--- src/rtl/wb_timer.sv ---
// wb_timer: Wishbone timer peripheral with a prescaled up-counter, compare match, auto-reload and a level irq.
// Ports: clk/rst (sync, active-high); wb_addr byte offset, wb_dat_i/wb_sel write data and lanes,
//   wb_we/wb_stb request, wb_dat_o/wb_ack registered response, irq = STATUS.MATCH & CTRL.IRQ_EN.
module wb_timer #(
  parameter int DATA_WIDTH     = 32,
  parameter int PRESCALE_WIDTH = 16
) (
  input  logic                    clk,
  input  logic                    rst,
  input  logic [7:0]              wb_addr,
  input  logic [DATA_WIDTH-1:0]   wb_dat_i,
  output logic [DATA_WIDTH-1:0]   wb_dat_o,
  input  logic                    wb_we,
  input  logic [DATA_WIDTH/8-1:0] wb_sel,
  input  logic                    wb_stb,
  output logic                    wb_ack,
  output logic                    irq
);
  logic                      r_ack, r_match;
  logic [DATA_WIDTH-1:0]     r_dat, r_count, r_compare;
  logic [2:0]                r_ctrl;
  logic [PRESCALE_WIDTH-1:0] r_prescale, r_pcnt;
  logic                      w_acc, w_wr, w_run, w_tick, w_hit, w_clr;
  logic                      w_wr_ctrl, w_wr_pre, w_wr_cnt, w_wr_cmp, w_wr_stat;
  logic [5:0]                w_idx;
  logic [2:0]                w_ctrl_nx;
  logic [DATA_WIDTH-1:0]     w_mask, w_rd;
  for (genvar b = 0; b < DATA_WIDTH/8; b++) begin : g_mask
    assign w_mask[8*b +: 8] = {8{wb_sel[b]}};
  end
  assign w_acc     = wb_stb & ~r_ack;
  assign w_wr      = w_acc & wb_we;
  assign w_idx     = wb_addr[7:2];
  assign w_wr_ctrl = w_wr & (w_idx == 6'd0);
  assign w_wr_pre  = w_wr & (w_idx == 6'd1);
  assign w_wr_cnt  = w_wr & (w_idx == 6'd2);
  assign w_wr_cmp  = w_wr & (w_idx == 6'd3);
  assign w_wr_stat = w_wr & (w_idx == 6'd4);
  assign w_ctrl_nx = w_wr_ctrl ? (r_ctrl & ~w_mask[2:0]) | (wb_dat_i[2:0] & w_mask[2:0]) : r_ctrl;
  // A write that clears EN suppresses the tick that would otherwise land in the same cycle.
  assign w_run     = r_ctrl[0] & w_ctrl_nx[0];
  assign w_tick    = w_run & (r_pcnt == r_prescale);
  // Match is judged on the pre-write COUNT, so it survives a colliding COUNT write.
  assign w_hit     = w_tick & (r_count == r_compare);
  assign w_clr     = w_wr_stat & wb_sel[0] & wb_dat_i[0];
  assign w_rd      = (w_idx == 6'd0) ? DATA_WIDTH'(r_ctrl) :
                     (w_idx == 6'd1) ? DATA_WIDTH'(r_prescale) :
                     (w_idx == 6'd2) ? r_count :
                     (w_idx == 6'd3) ? r_compare :
                     (w_idx == 6'd4) ? DATA_WIDTH'(r_match) : '0;
  always_ff @(posedge clk) begin
    if (rst) begin
      r_ack      <= 1'b0;
      r_dat      <= '0;
      r_ctrl     <= '0;
      r_prescale <= '0;
      r_pcnt     <= '0;
      r_count    <= '0;
      r_compare  <= '0;
      r_match    <= 1'b0;
    end else begin
      r_ack   <= w_acc;
      r_dat   <= (w_acc & ~wb_we) ? w_rd : '0;
      r_ctrl  <= w_ctrl_nx;
      if (w_wr_pre)
        r_prescale <= (r_prescale & ~w_mask[PRESCALE_WIDTH-1:0]) | (wb_dat_i[PRESCALE_WIDTH-1:0] & w_mask[PRESCALE_WIDTH-1:0]);
      r_pcnt  <= (w_wr_pre | w_tick) ? '0 : w_run ? r_pcnt + 1'b1 : r_pcnt;
      r_count <= w_wr_cnt ? (r_count & ~w_mask) | (wb_dat_i & w_mask) :
                 w_tick ? ((w_hit & r_ctrl[1]) ? '0 : r_count + 1'b1) : r_count;
      if (w_wr_cmp)
        r_compare <= (r_compare & ~w_mask) | (wb_dat_i & w_mask);
      // Setting a new match outranks a simultaneous write-1-to-clear.
      r_match <= w_hit | (r_match & ~w_clr);
    end
  end
  assign wb_ack   = r_ack;
  assign wb_dat_o = r_dat;
  assign irq      = r_match & r_ctrl[2];
endmodule

--- config.mk ---
export PLATFORM = sky130hd
export DESIGN_NAME = wb_timer
export DESIGN_NICKNAME = d
export VERILOG_FILES = /design/src/rtl/wb_timer.sv
export SDC_FILE = /design/constraint.sdc
export NUM_CORES = 1
export LEC_CHECK = 0
export CAP_MARGIN = 30
export CORE_MARGIN = 4
export CORE_UTILIZATION = 50
export CTS_BUF_LIST = sky130_fd_sc_hd__clkbuf_4 sky130_fd_sc_hd__clkbuf_8
export DETAILED_ROUTE_END_ITERATION = 10
export PLACE_DENSITY = 0.76
export SLEW_MARGIN = 20
export SYNTH_ARGS = -nofsm -noshare
export SYNTH_HDL_FRONTEND = slang
export SYNTH_SLANG_ARGS = --single-unit
--- constraint.sdc ---
create_clock -name clk -period 3 [get_ports clk]
set_clock_uncertainty 0.2 [all_clocks]
set_input_delay 0.75 -clock clk [delete_from_list [all_inputs] [get_ports clk]]
set_output_delay 0.75 -clock clk [all_outputs]
set_load 0.05 [all_outputs]
==> reports/results.txt, run 1 <==
Status -> finished clean
# setup viols final -> 0
Worst skew pair latency -> 0.47 ns
Setup WS post-layout -> 0.169 ns
Num CTS Buffers -> 17
Routability cong. -> 0.927
Worst reg-to-reg setup slack -> 0.20 ns
Placed insts -> 1115
Sum of negative setup slack -> 0 ns
Seq/Total Area, Yosys -> 0.389
Max IR drop VDD -> 293 uV
Post-DR wirelength/cell -> 18.2 um
Initial DRC Count -> 714
Final Hold Violating Endpoints -> 0
Netlist cell types -> 68
Number of diodes -> 0
Total track usage -> 0.264
CP Capture Type -> flop
Syn avg cell area -> 8.18 um2
Startpoint Class -> input pin
First-pass GRT wire length -> 33800 um
Starting Density -> 0.513
WHS -> 0.286 ns
Min-delay worst type -> reg -> reg
Rows -> 42
Worst r2r path cells -> 7
Post-synth EDFFs -> 0
DIE HEIGHT -> 125 um
Core ar. -> 13300 um2
Largest cells by area after synthesis -> dfxtp_1 39%, nor2_1 4.9%, a21oi_1 4.6%, nand2_1 4.6%, xor2_1 4.5%
DRC Markers -> 0
Top cell type by total area after synthesis -> dfxtp_1
Clk buf depth -> 2
Seq pwr share -> 0.468
Clock H-tree levels -> 4
Die area -> 15600 um2
Post-synth ARST share -> 0
Most frequent cell after synthesis -> dfxtp_1
Synthesized netlist cell count -> 837
WL final -> 20900 um
Worst R2R Start -> r_pcnt[2]$_SDFFE_PP0P_
Vias in the first global route -> 6463
Final ANT Viol Nets -> 0
Post-Syn Area -> 6850 um2
Vias per cell -> 6.08
Fin crit share -> 0.944
Clock power frac -> 0.464
GRT overflow -> 0
Final Slew Violations -> 0
Clock sinks -> 133
Max-slew headroom -> 0.574
Worst endpoint data arrival time -> 2.99 ns
P_sw -> 875 uW
Setup CP Type -> in -> reg
DRT Pass-1 Iters -> 6
Antenna violations before repair -> 0
Worst Hold Depth -> 2
Fmax -> 0.353 GHz
Flops & latches, synth -> 133
Worst Tran Pin Value -> 0.634 ns
Port buffer count -> 79
Area Overhead vs Synth -> 28.8%
Largest net degree at the start of global routing -> 29
WP data required -> 3.16 ns
DPL Wire Length -> 15400 um
Pleak -> 3.40 nW
Die X -> 125 um
Finished Layout Cells -> 1148
Worst-path clk slew -> 0.08 ns
DR vias -> 6983
Sw Ratio -> 0.232
Synthesized Nets -> 887
YS warnings -> 0
Post-synth top cells -> 133 x dfxtp_1, 89 x nor2_1, 84 x nand2_1
I/O pins -> 82
RSZ-0062 raised after global routing -> false
P_int -> 2.90 mW
Part of the power in combinational logic -> 0.068
Worst-path maximum fanout -> 6
Fin nets -> 1009
Min Tclk post-route -> 2.83 ns
Prevailing post-synth register cell -> dfxtp_1
Share of cells above drive strength 1 -> 0.163
Max cap viols -> 0
TritonCTS clock tree -> yes
Root Driver -> clkbuf_8
Post-synth top area share -> 0.389
PD cells -> 428 nW/um2
Pre-CTS setup slack -> -0.419 ns
-- worst max-delay path by stage --
stage / startpoint / endpoint / slack, ns
after floorplan: wb_addr[4] / flop / -0.03
after global placement: wb_addr[4] / flop / -0.43
final: wb_we / flop / 0.17
after CTS: wb_addr[4] / flop / 0.06
after detailed placement: wb_addr[4] / flop / -0.42
after global routing: wb_sel[0] / flop / 0.08
-- cell usage in the layout, fill, tap and decap left out, types with 5 or more instances in the layout --
cell type        instances
nand3_1                 61
and3_1                  14
nor2_1                  89
xnor2_1                 25
nor4_1                  11
a21oi_1                 63
dfxtp_1                133
a211oi_2                 5
xor2_1                  35
o21ai_0                 28
buf_4                   81
inv_1                   18
mux2_2                  11
nor3_1                  18
clkbuf_8                18
a211oi_1                12
nand4_1                 13
nand2_1                 83
or3_1                   11
a31oi_1                  5
a211o_1                 12
a221oi_1                10
bufinv_16                5
clkdlybuf4s50_1         74
a22oi_1                 29
mux2i_1                  5
-- kinds of logic after synthesis --
kind of cell | count (synthesis) | share of synthesized area
fa+ha+maj | 2 | 0.00365
mux | 18 | 0.0320
buf+inv | 81 | 0.0466
flops | 133 | 0.389
simple gates | 326 | 0.226
xor+xnor | 60 | 0.0768
compound gates | 217 | 0.226
-- per-layer routing --
metal	share of wire	track usage	vias to the layer above
met1	0.43	0.363	3324
met5	0	0	-
met3	0.080	0.0580	43
met4	0.025	0.0931	0
li1	-	-	3292
met2	0.46	0.411	324
-- layout make-up --
| class | count | area, um2 |
|---|---|---|
| fillers | 1132 | 4530 |
| multi-input cells | 623 | 3910 |
| flip-flops and latches | 133 | 2660 |
| repair buffers | 166 | 1510 |
| clock buffers | 19 | 255 |
| well taps | 176 | 220 |
| clock inverters | 13 | 204 |
| inverters | 18 | 67.6 |
-- power groups by stage --
stage / registers, mW / clock network (mW) / logic (mW)
after detailed placement: 1.81 / 0 / 0.250
after CTS: 1.77 / 1.77 / 0.252
final: 1.77 / 1.75 / 0.255
after floorplan: 1.81 / 0 / 0.104
after global placement: 1.81 / 0 / 0.248
after global routing: 1.77 / 1.84 / 0.271
-- repair_timing --
item / CTS / global route
setup buffers: 0 / 1
hold buffers: 0 / 0
gates resized for setup: 1 / 10
pin swaps: 0 / 5
setup endpoints to repair: 1 / 23
-- worst max-delay path: stages --
cell             delay, ns
clkdlybuf4s50_1       0.42
nand3b_1              0.18
buf_4                 0.20
nor3_2                0.09
buf_4                 0.15
or3_1                 0.37
nor2_1                0.26
nor2_1                0.07
buf_4                 0.17
a222oi_1              0.33
-- per-stage QoR --
stage / utilization / instance area [um2] / power, mW
6_report: 0.661 / 8820 / 3.78
2_1_floorplan: - / 6860 / 1.92
3_3_place_gp: 0.623 / 8310 / 2.06
3_5_place_dp: 0.623 / 8310 / 2.06
4_1_cts: 0.658 / 8780 / 3.79
5_1_grt: 0.661 / 8820 / 3.88
Power figures use the tool's default switching activity.
==> run 2: changes to the inputs <==
--- a/config.mk
+++ b/config.mk
@@ -5,11 +5,11 @@
 export SDC_FILE = /design/constraint.sdc
 export NUM_CORES = 1
 export LEC_CHECK = 0
-export CAP_MARGIN = 30
 export CORE_MARGIN = 4
 export CORE_UTILIZATION = 50
 export CTS_BUF_LIST = sky130_fd_sc_hd__clkbuf_4 sky130_fd_sc_hd__clkbuf_8
 export DETAILED_ROUTE_END_ITERATION = 10
+export GPL_ROUTABILITY_DRIVEN = 0
 export PLACE_DENSITY = 0.76
 export SLEW_MARGIN = 20
 export SYNTH_ARGS = -nofsm -noshare
==> results of run 2 <==
Same layout as run 1: the final DEF is identical, and so are final timing and power.
